## config.mk

```make
export PLATFORM = sky130hd
export DESIGN_NAME = trace_playback_ctrl_flat
export DESIGN_NICKNAME = d
export VERILOG_FILES = /design/src/rtl/trace_playback_ctrl_pkg.sv /design/src/rtl/trace_playback_ctrl_if.sv /design/src/rtl/trace_playback_ctrl_addr_gen.sv /design/src/rtl/trace_playback_ctrl.sv /design/src/flat_wrapper.sv
export SDC_FILE = /design/constraint.sdc
export NUM_CORES = 1
export LEC_CHECK = 0
export CAP_MARGIN = 40
export CORE_MARGIN = 2
export CORE_UTILIZATION = 55
export CTS_BUF_LIST = sky130_fd_sc_hd__clkbuf_8 sky130_fd_sc_hd__clkbuf_16
export CTS_CLUSTER_DIAMETER = 120
export DETAILED_ROUTE_END_ITERATION = 7
export PLACE_DENSITY = 0.81
export SLEW_MARGIN = 40
export SYNTH_ARGS = -nofsm -noshare
export SYNTH_HDL_FRONTEND = slang
export SYNTH_SLANG_ARGS = --single-unit
```

## constraint.sdc

```tcl
create_clock -name clk -period 4.4 [get_ports clk]
set_input_delay 0.66 -clock clk [delete_from_list [all_inputs] [get_ports clk]]
set_output_delay 0.66 -clock clk [all_outputs]
set_load 0.1 [all_outputs]
```

## src/rtl/trace_playback_ctrl_pkg.sv

```systemverilog
// Shared widths and controller state encoding for the trace playback slice.
package trace_playback_ctrl_pkg;

  localparam int TPC_ADDR_W = 15;
  localparam int TPC_DATA_W = 4;
  localparam int TPC_RPT_W  = 8;

  typedef enum logic [1:0] {
    ST_IDLE  = 2'd0,
    ST_FETCH = 2'd1,
    ST_DRAIN = 2'd2
  } state_e;

endpackage

```

## src/rtl/trace_playback_ctrl_if.sv

```systemverilog
// Configuration, trace-memory and trace-output signals of the playback controller.
interface trace_playback_ctrl_if
  import trace_playback_ctrl_pkg::*;
#(
  parameter int ADDR_W = TPC_ADDR_W,
  parameter int DATA_W = TPC_DATA_W,
  parameter int RPT_W  = TPC_RPT_W
);

  logic [ADDR_W-1:0] cfg_start_addr;
  logic [ADDR_W:0]   cfg_length;
  logic [RPT_W-1:0]  cfg_repeat;
  logic [DATA_W-1:0] cfg_idle;
  logic              start;
  logic              abort;
  logic [ADDR_W-1:0] mem_addr;
  logic              mem_rd;
  logic [DATA_W-1:0] mem_data;
  logic [DATA_W-1:0] TRACEDATA;
  logic              trace_valid;
  logic              busy;
  logic              done;
  logic [RPT_W-1:0]  pass_cnt;

  modport slave (
    input  cfg_start_addr, cfg_length, cfg_repeat, cfg_idle, start, abort, mem_data,
    output mem_addr, mem_rd, TRACEDATA, trace_valid, busy, done, pass_cnt
  );

  modport master (
    output cfg_start_addr, cfg_length, cfg_repeat, cfg_idle, start, abort, mem_data,
    input  mem_addr, mem_rd, TRACEDATA, trace_valid, busy, done, pass_cnt
  );

endinterface

```

## src/rtl/trace_playback_ctrl_addr_gen.sv

```systemverilog
// Window address counter: walks start..start+length-1 (mod 2^ADDR_W) and rewinds for each pass.
module trace_addr_gen
  import trace_playback_ctrl_pkg::*;
#(
  parameter int ADDR_W = TPC_ADDR_W
) (
  input  logic              clk,
  input  logic              reset,
  input  logic              load_i,
  input  logic              advance_i,
  input  logic [ADDR_W-1:0] start_addr_i,
  input  logic [ADDR_W:0]   length_i,
  output logic [ADDR_W-1:0] addr_o,
  output logic              last_read_o
);

  localparam logic [ADDR_W-1:0] ADDR_ONE = ADDR_W'(1);
  localparam logic [ADDR_W:0]   LEN_ONE  = (ADDR_W+1)'(1);

  logic [ADDR_W-1:0] addr_q, addr_d;
  logic [ADDR_W-1:0] base_q, base_d;
  logic [ADDR_W:0]   len_q, len_d;
  logic [ADDR_W:0]   idx_q, idx_d;

  assign addr_o      = addr_q;
  assign last_read_o = (idx_q == len_q - LEN_ONE);

  always_comb begin
    addr_d = addr_q;
    base_d = base_q;
    len_d  = len_q;
    idx_d  = idx_q;
    if (load_i) begin
      base_d = start_addr_i;
      len_d  = length_i;
      addr_d = start_addr_i;
      idx_d  = '0;
    end else if (advance_i) begin
      if (last_read_o) begin
        addr_d = base_q;
        idx_d  = '0;
      end else begin
        addr_d = addr_q + ADDR_ONE;
        idx_d  = idx_q + LEN_ONE;
      end
    end
  end

  always_ff @(posedge clk or negedge reset) begin
    if (!reset) begin
      addr_q <= '0;
      base_q <= '0;
      len_q  <= '0;
      idx_q  <= '0;
    end else begin
      addr_q <= addr_d;
      base_q <= base_d;
      len_q  <= len_d;
      idx_q  <= idx_d;
    end
  end

endmodule

```

## src/rtl/trace_playback_ctrl.sv

```systemverilog
// Trace playback controller: streams a window of trace memory onto TRACEDATA with repeat/abort,
// driving the idle nibble whenever no memory data is being presented.
module trace_playback_ctrl
  import trace_playback_ctrl_pkg::*;
#(
  parameter int ADDR_W = TPC_ADDR_W,
  parameter int DATA_W = TPC_DATA_W,
  parameter int RPT_W  = TPC_RPT_W
) (
  input logic                  clk,
  input logic                  reset,
  trace_playback_ctrl_if.slave bus
);

  localparam logic [RPT_W-1:0] RPT_ONE = RPT_W'(1);

  state_e            state_q, state_d;
  logic              drain_q, drain_d;
  logic [RPT_W-1:0]  rpt_q, rpt_d;
  logic [RPT_W-1:0]  pass_q, pass_d;
  logic [DATA_W-1:0] idle_q, idle_d;
  logic [DATA_W-1:0] data_q, data_d;
  logic              rd_dly_q, rd_dly_d;
  logic              valid_q, valid_d;
  logic              done_q, done_d;
  logic              load, advance, last_read, final_read;
  logic [DATA_W-1:0] idle_sel;
  logic [ADDR_W-1:0] addr;

  trace_addr_gen #(.ADDR_W(ADDR_W)) u_addr_gen (
    .clk          (clk),
    .reset        (reset),
    .load_i       (load),
    .advance_i    (advance),
    .start_addr_i (bus.cfg_start_addr),
    .length_i     (bus.cfg_length),
    .addr_o       (addr),
    .last_read_o  (last_read)
  );

  assign bus.mem_addr    = addr;
  assign bus.mem_rd      = (state_q == ST_FETCH);
  assign bus.busy        = (state_q != ST_IDLE);
  assign bus.TRACEDATA   = data_q;
  assign bus.trace_valid = valid_q;
  assign bus.done        = done_q;
  assign bus.pass_cnt    = pass_q;

  always_comb begin
    state_d    = state_q;
    drain_d    = drain_q;
    rpt_d      = rpt_q;
    pass_d     = pass_q;
    idle_d     = idle_q;
    done_d     = 1'b0;
    load       = 1'b0;
    advance    = (state_q == ST_FETCH) && !bus.abort;
    final_read = last_read && (rpt_q != '0) && (pass_q == rpt_q - RPT_ONE);
    idle_sel   = (state_q == ST_IDLE) ? bus.cfg_idle : idle_q;

    // Abort kills the read pipeline so in-flight data never reaches TRACEDATA.
    rd_dly_d = (state_q == ST_FETCH) && !bus.abort;
    valid_d  = rd_dly_q && !bus.abort;
    data_d   = (rd_dly_q && !bus.abort) ? bus.mem_data : idle_sel;

    unique case (state_q)
      ST_IDLE: begin
        if (bus.start && !bus.abort) begin
          rpt_d  = bus.cfg_repeat;
          idle_d = bus.cfg_idle;
          pass_d = '0;
          if (bus.cfg_length == '0) begin
            done_d = 1'b1;
          end else begin
            load    = 1'b1;
            state_d = ST_FETCH;
          end
        end
      end
      ST_FETCH: begin
        if (bus.abort) begin
          state_d = ST_IDLE;
        end else if (last_read) begin
          pass_d = (pass_q == '1) ? pass_q : pass_q + RPT_ONE;
          if (final_read) begin
            state_d = ST_DRAIN;
            drain_d = 1'b0;
          end
        end
      end
      ST_DRAIN: begin
        if (bus.abort) begin
          state_d = ST_IDLE;
        end else if (drain_q) begin
          state_d = ST_IDLE;
          done_d  = 1'b1;
        end else begin
          drain_d = 1'b1;
        end
      end
      default: state_d = ST_IDLE;
    endcase
  end

  always_ff @(posedge clk or negedge reset) begin
    if (!reset) begin
      state_q  <= ST_IDLE;
      drain_q  <= 1'b0;
      rpt_q    <= '0;
      pass_q   <= '0;
      idle_q   <= '0;
      data_q   <= '0;
      rd_dly_q <= 1'b0;
      valid_q  <= 1'b0;
      done_q   <= 1'b0;
    end else begin
      state_q  <= state_d;
      drain_q  <= drain_d;
      rpt_q    <= rpt_d;
      pass_q   <= pass_d;
      idle_q   <= idle_d;
      data_q   <= data_d;
      rd_dly_q <= rd_dly_d;
      valid_q  <= valid_d;
      done_q   <= done_d;
    end
  end

endmodule

```

## src/flat_wrapper.sv

```systemverilog
// flat-port wrapper written by rule: the top's interface ports become plain ports
module trace_playback_ctrl_flat import trace_playback_ctrl_pkg::*;
#(
  parameter int ADDR_W = TPC_ADDR_W,
  parameter int DATA_W = TPC_DATA_W,
  parameter int RPT_W  = TPC_RPT_W
)
  (clk, reset, bus_cfg_start_addr, bus_cfg_length, bus_cfg_repeat, bus_cfg_idle, bus_start, bus_abort, bus_mem_data, bus_mem_addr, bus_mem_rd, bus_TRACEDATA, bus_trace_valid, bus_busy, bus_done, bus_pass_cnt);
  trace_playback_ctrl_if #(.ADDR_W(ADDR_W), .DATA_W(DATA_W), .RPT_W(RPT_W)) bus_i ();
  input logic clk;
  input logic reset;
  input wire logic [$bits(bus_i.cfg_start_addr)-1:0] bus_cfg_start_addr;
  input wire logic [$bits(bus_i.cfg_length)-1:0] bus_cfg_length;
  input wire logic [$bits(bus_i.cfg_repeat)-1:0] bus_cfg_repeat;
  input wire logic [$bits(bus_i.cfg_idle)-1:0] bus_cfg_idle;
  input wire logic [$bits(bus_i.start)-1:0] bus_start;
  input wire logic [$bits(bus_i.abort)-1:0] bus_abort;
  input wire logic [$bits(bus_i.mem_data)-1:0] bus_mem_data;
  output wire logic [$bits(bus_i.mem_addr)-1:0] bus_mem_addr;
  output wire logic [$bits(bus_i.mem_rd)-1:0] bus_mem_rd;
  output wire logic [$bits(bus_i.TRACEDATA)-1:0] bus_TRACEDATA;
  output wire logic [$bits(bus_i.trace_valid)-1:0] bus_trace_valid;
  output wire logic [$bits(bus_i.busy)-1:0] bus_busy;
  output wire logic [$bits(bus_i.done)-1:0] bus_done;
  output wire logic [$bits(bus_i.pass_cnt)-1:0] bus_pass_cnt;
  assign bus_i.cfg_start_addr = bus_cfg_start_addr;
  assign bus_i.cfg_length = bus_cfg_length;
  assign bus_i.cfg_repeat = bus_cfg_repeat;
  assign bus_i.cfg_idle = bus_cfg_idle;
  assign bus_i.start = bus_start;
  assign bus_i.abort = bus_abort;
  assign bus_i.mem_data = bus_mem_data;
  assign bus_mem_addr = bus_i.mem_addr;
  assign bus_mem_rd = bus_i.mem_rd;
  assign bus_TRACEDATA = bus_i.TRACEDATA;
  assign bus_trace_valid = bus_i.trace_valid;
  assign bus_busy = bus_i.busy;
  assign bus_done = bus_i.done;
  assign bus_pass_cnt = bus_i.pass_cnt;
  trace_playback_ctrl #(.ADDR_W(ADDR_W), .DATA_W(DATA_W), .RPT_W(RPT_W)) u_core (.clk(clk), .reset(reset), .bus(bus_i));
endmodule
```

==> results.yml <==
run_status:
  status: "completed"
pwr:
  seqPwrFrac: 0.442
  p_leak_nw: 2.732
  vdd_drop_max_uv: 328.5
  internal_power_w: 0.001465
  p_sw_w: 0.001077
  p_clk_frac: 0.206
  pwr-share-comb: 0.351
  power_density_nw_per_um2: 407.9
  sw_frac_of_total: 0.4236
final_layout:
  diodes: 0
  syn_to_final_growth_pct: 16.76
  drive_gt1_frac: 0.1317
  fin_nets: 728
  fin_cells: 805
floorplan:
  start_util: 0.5721
  die_w_microns: 102.5
  core_sq_um: 9328
  rows: 35
  dieArea_sq_um: 10510
  die_height_microns: 102.5
  boundaryPins: 82
yosys:
  ys_types: 68
  syn_area_sq_um: 5336
  synth_cells: 602
  ys_ff_latch: 92
  synth_enable_flop_cells: 0
  async_flop_share: 1.000
  ys.flop_type: "dfrtp_1"
  synth.yosys.seq_area_share: 0.4314
  synth_nets: 659
  synth.avg_cell_area_sq_um: 8.864
  yosysWarnings: 0
clocking:
  post_cts_buffers: 0
  htreeDepth: 3
  cts_tree: "done"
  cts_max_path_buffers: 2
  clk_pin_slew_ns: 0.09
  insertion_delay_ns: 0.38
  numCtsBuffers: 9
  holdBufCountCts: 0
  post_cts_resize_count: 0
  cts.sinks: 92
  cts_root_buffer: "clkbuf_8"
sta:
  worst_pin_slew_ns: 0.6146
  skew_ns: 0.01196
  drv_slew: 0
  min_period_ns: 3.670
  relSlewSlack: 0.5888
  period_share: 0.8341
  finalWorstSetupSlack_ns: 0.7298
  rsz0062_at_grt: "false"
  setup-violations-final: 0
  timing.fmax_ghz: 0.2725
  setup_tns_ns: 0
  whs_ns: 0.2794
  finalHoldViolCount: 0
worst_setup_path:
  critPathMaxFanout: 16
  required_ns: 4.70
  r2r_slack_ns: 0.73
  reg2reg_depth: 10
  worst_setup_path_end_kind: "flip-flop"
  worstSetupStartpointType: "flip-flop"
  timing.rr.end: "u_core.u_addr_gen.addr_o[8]$_DFFE_PN0P_"
  critPathKind: "flip-flop to flip-flop"
  r2r-start: "u_core.u_addr_gen.len_q[0]$_DFFE_PN0P_"
  cp_data_arrival_time_ns: 3.97
global_route:
  gr-usage-met3: 0.05763
  use_met1: 0.3350
  grt_first_pass_wirelength_microns: 21400
  grt_util_met2: 0.4379
  busiest_layer: "met2"
  grt_pass1_vias: 4592
  gr-usage-all-layers: 0.2609
  grt-ovfl-total: 0
  grt_max_degree: 69
  antenna_found_initial: 0
drt:
  vias: 4690
  detail_route.vias_per_cell: 5.826
  drt_pass1_iterations: 5
  antenna_left: 0
  wl_microns: 12850
  wire_per_inst_microns: 15.96
  drt-initial-drc-count: 237
  drc: 0
placement:
  port_buffers: 81
  hpwl_microns: 8942
  dp_slack_ns: 0.8253
  gp_congestion: 0.8974
  dp.cells: 789
flow_run:
  cap_viol_max_count: 0
hold_path:
  hold_path.class: "input pin to async pin"
## Yosys cell counts (all sizes together), types with 2 or more instances
cell type | instances | area share
a2111oi | 2 | 0.0068
nand3 | 24 | 0.023
or2 | 3 | 0.0035
or4 | 7 | 0.011
nor2b | 2 | 0.0023
xor2 | 16 | 0.026
xnor2 | 19 | 0.031
clkbuf | 17 | 0.014
nor2 | 37 | 0.026
and2 | 6 | 0.0073
a211oi | 2 | 0.0028
and3 | 11 | 0.013
mux2i | 14 | 0.026
dfrtp | 92 | 0.43
nor4b | 2 | 0.0061
or4b | 2 | 0.0038
a21oi | 18 | 0.018
mux2 | 14 | 0.030
nand4b | 2 | 0.0033
o41ai | 2 | 0.0033
a22oi | 2 | 0.0028
a2bb2oi | 6 | 0.0098
ha | 6 | 0.014
inv | 19 | 0.013
nor3 | 16 | 0.017
a2111o | 2 | 0.0042
a22o | 2 | 0.0033
nand2 | 134 | 0.094
or3 | 14 | 0.016
o211ai | 8 | 0.011
o21ai | 29 | 0.028
a31oi | 15 | 0.018
a31o | 2 | 0.0033
o31ai | 6 | 0.0084
buf | 13 | 0.015
nand4 | 10 | 0.012
nor4 | 10 | 0.017
## cells in the final DEF (no fill, tap or decap), types with 8 or more instances in the layout
cell / n
a21oi_1: 17
a31oi_1: 15
and3_1: 9
buf_2: 31
clkbuf_8: 9
clkdlybuf4s50_1: 49
dfrtp_1: 92
inv_1: 20
mux2_2: 14
mux2i_1: 14
nand2_1: 134
nand3_1: 24
nand4_1: 10
nor2_1: 37
nor3_1: 15
o211ai_1: 8
o21ai_0: 26
or3_1: 14
xnor2_1: 19
xor2_1: 16
## how the worst max path moves through the flow
| stage | slack, ns | cells after the start | to | startpoint |
|---|---|---|---|---|
| 4_1_cts | 0.81 | 10 | u_core.u_addr_gen.addr_o[8]$_DFFE_PN0P_ | u_core.u_addr_gen.len_q[0]$_DFFE_PN0P_ |
| 3_3_place_gp | 0.95 | 10 | u_core.u_addr_gen.addr_o[8]$_DFFE_PN0P_ | u_core.u_addr_gen.len_q[0]$_DFFE_PN0P_ |
| 2_1_floorplan | 1.23 | 13 | u_core.u_addr_gen.addr_o[8]$_DFFE_PN0P_ | u_core.u_addr_gen.len_q[0]$_DFFE_PN0P_ |
| 6_report | 0.73 | 10 | u_core.u_addr_gen.addr_o[8]$_DFFE_PN0P_ | u_core.u_addr_gen.len_q[0]$_DFFE_PN0P_ |
| 5_1_grt | 0.48 | 10 | u_core.u_addr_gen.addr_o[8]$_DFFE_PN0P_ | u_core.u_addr_gen.len_q[0]$_DFFE_PN0P_ |
| 3_5_place_dp | 0.83 | 10 | u_core.u_addr_gen.addr_o[8]$_DFFE_PN0P_ | u_core.u_addr_gen.len_q[0]$_DFFE_PN0P_ |
## routing by layer
| metal | up-vias | part of all wire |
|---|---|---|
| met3 | 22 | 0.044 |
| met4 | 0 | 0.020 |
| li1 | 2268 | - |
| met5 | - | 0 |
| met1 | 2258 | 0.44 |
| met2 | 142 | 0.50 |
## stage by stage
step | total power [W] | utilization | area [sq um]
after floorplan | 0.001807 | - | 5336
after global placement | 0.002033 | 0.6653 | 6206
after detailed placement | 0.002025 | 0.6491 | 6055
after CTS | 0.002552 | 0.6680 | 6231
after global routing | 0.002686 | 0.6680 | 6231
final | 0.002542 | 0.6680 | 6231
## power by group through the flow
stage	clock [W]	combinational (W)	sequential, W
after floorplan	0	0.000443	0.00136
after global placement	0	0.000901	0.00113
after detailed placement	0	0.000889	0.00114
after CTS	0.000538	0.000892	0.00112
after global routing	0.000576	0.000964	0.00115
final	0.000525	0.000892	0.00112
## flip-flops by register name (all words and copies together), names as in the netlist
signal,count
u_core.bus.TRACEDATA,4
u_core.bus.done,1
u_core.bus.pass_cnt,8
u_core.bus.trace_valid,1
u_core.drain_q,1
u_core.idle_q,4
u_core.rd_dly_q,1
u_core.rpt_q,8
u_core.state_q,2
u_core.u_addr_gen.addr_o,15
u_core.u_addr_gen.base_q,15
u_core.u_addr_gen.idx_q,16
u_core.u_addr_gen.len_q,16
## area by class of cell
class / instances / area [sq um]
Inverter: 20 / 75.07
Timing Repair Buffer: 88 / 709.4
Tap cell: 129 / 161.4
Sequential cell: 92 / 2302
Fill cell: 771 / 3097
Clock buffer: 9 / 123.9
Multi-Input combinational cell: 460 / 2806
Clock inverter: 7 / 52.55
## cells by family (layout without fill, tap and decap cells)
group                    count (synthesis)  in the layout  synth area share
AND/OR/NAND/NOR                        285            285            0.2624
AO/OA/AOI/OAI                          106            106            0.1362
flip-flops                              92             92            0.4314
buffers and inverters                   50            124           0.04267
XOR/XNOR                                35             35           0.05744
multiplexers                            28             28           0.05580
adder cells (fa/ha/maj)                  6              6           0.01407
## critical path, stage by stage (launching register included)
cell      delay, ns
dfrtp_1        0.46
inv_1          0.11
ha_1           0.23
or4b_1         0.61
nor4_1         0.48
nand4b_1       0.17
o221a_2        0.16
o21ai_2        0.25
and3_1         0.58
mux2_2         0.40
a22oi_1        0.14
Note: power is estimated with default switching activity, not from simulation.
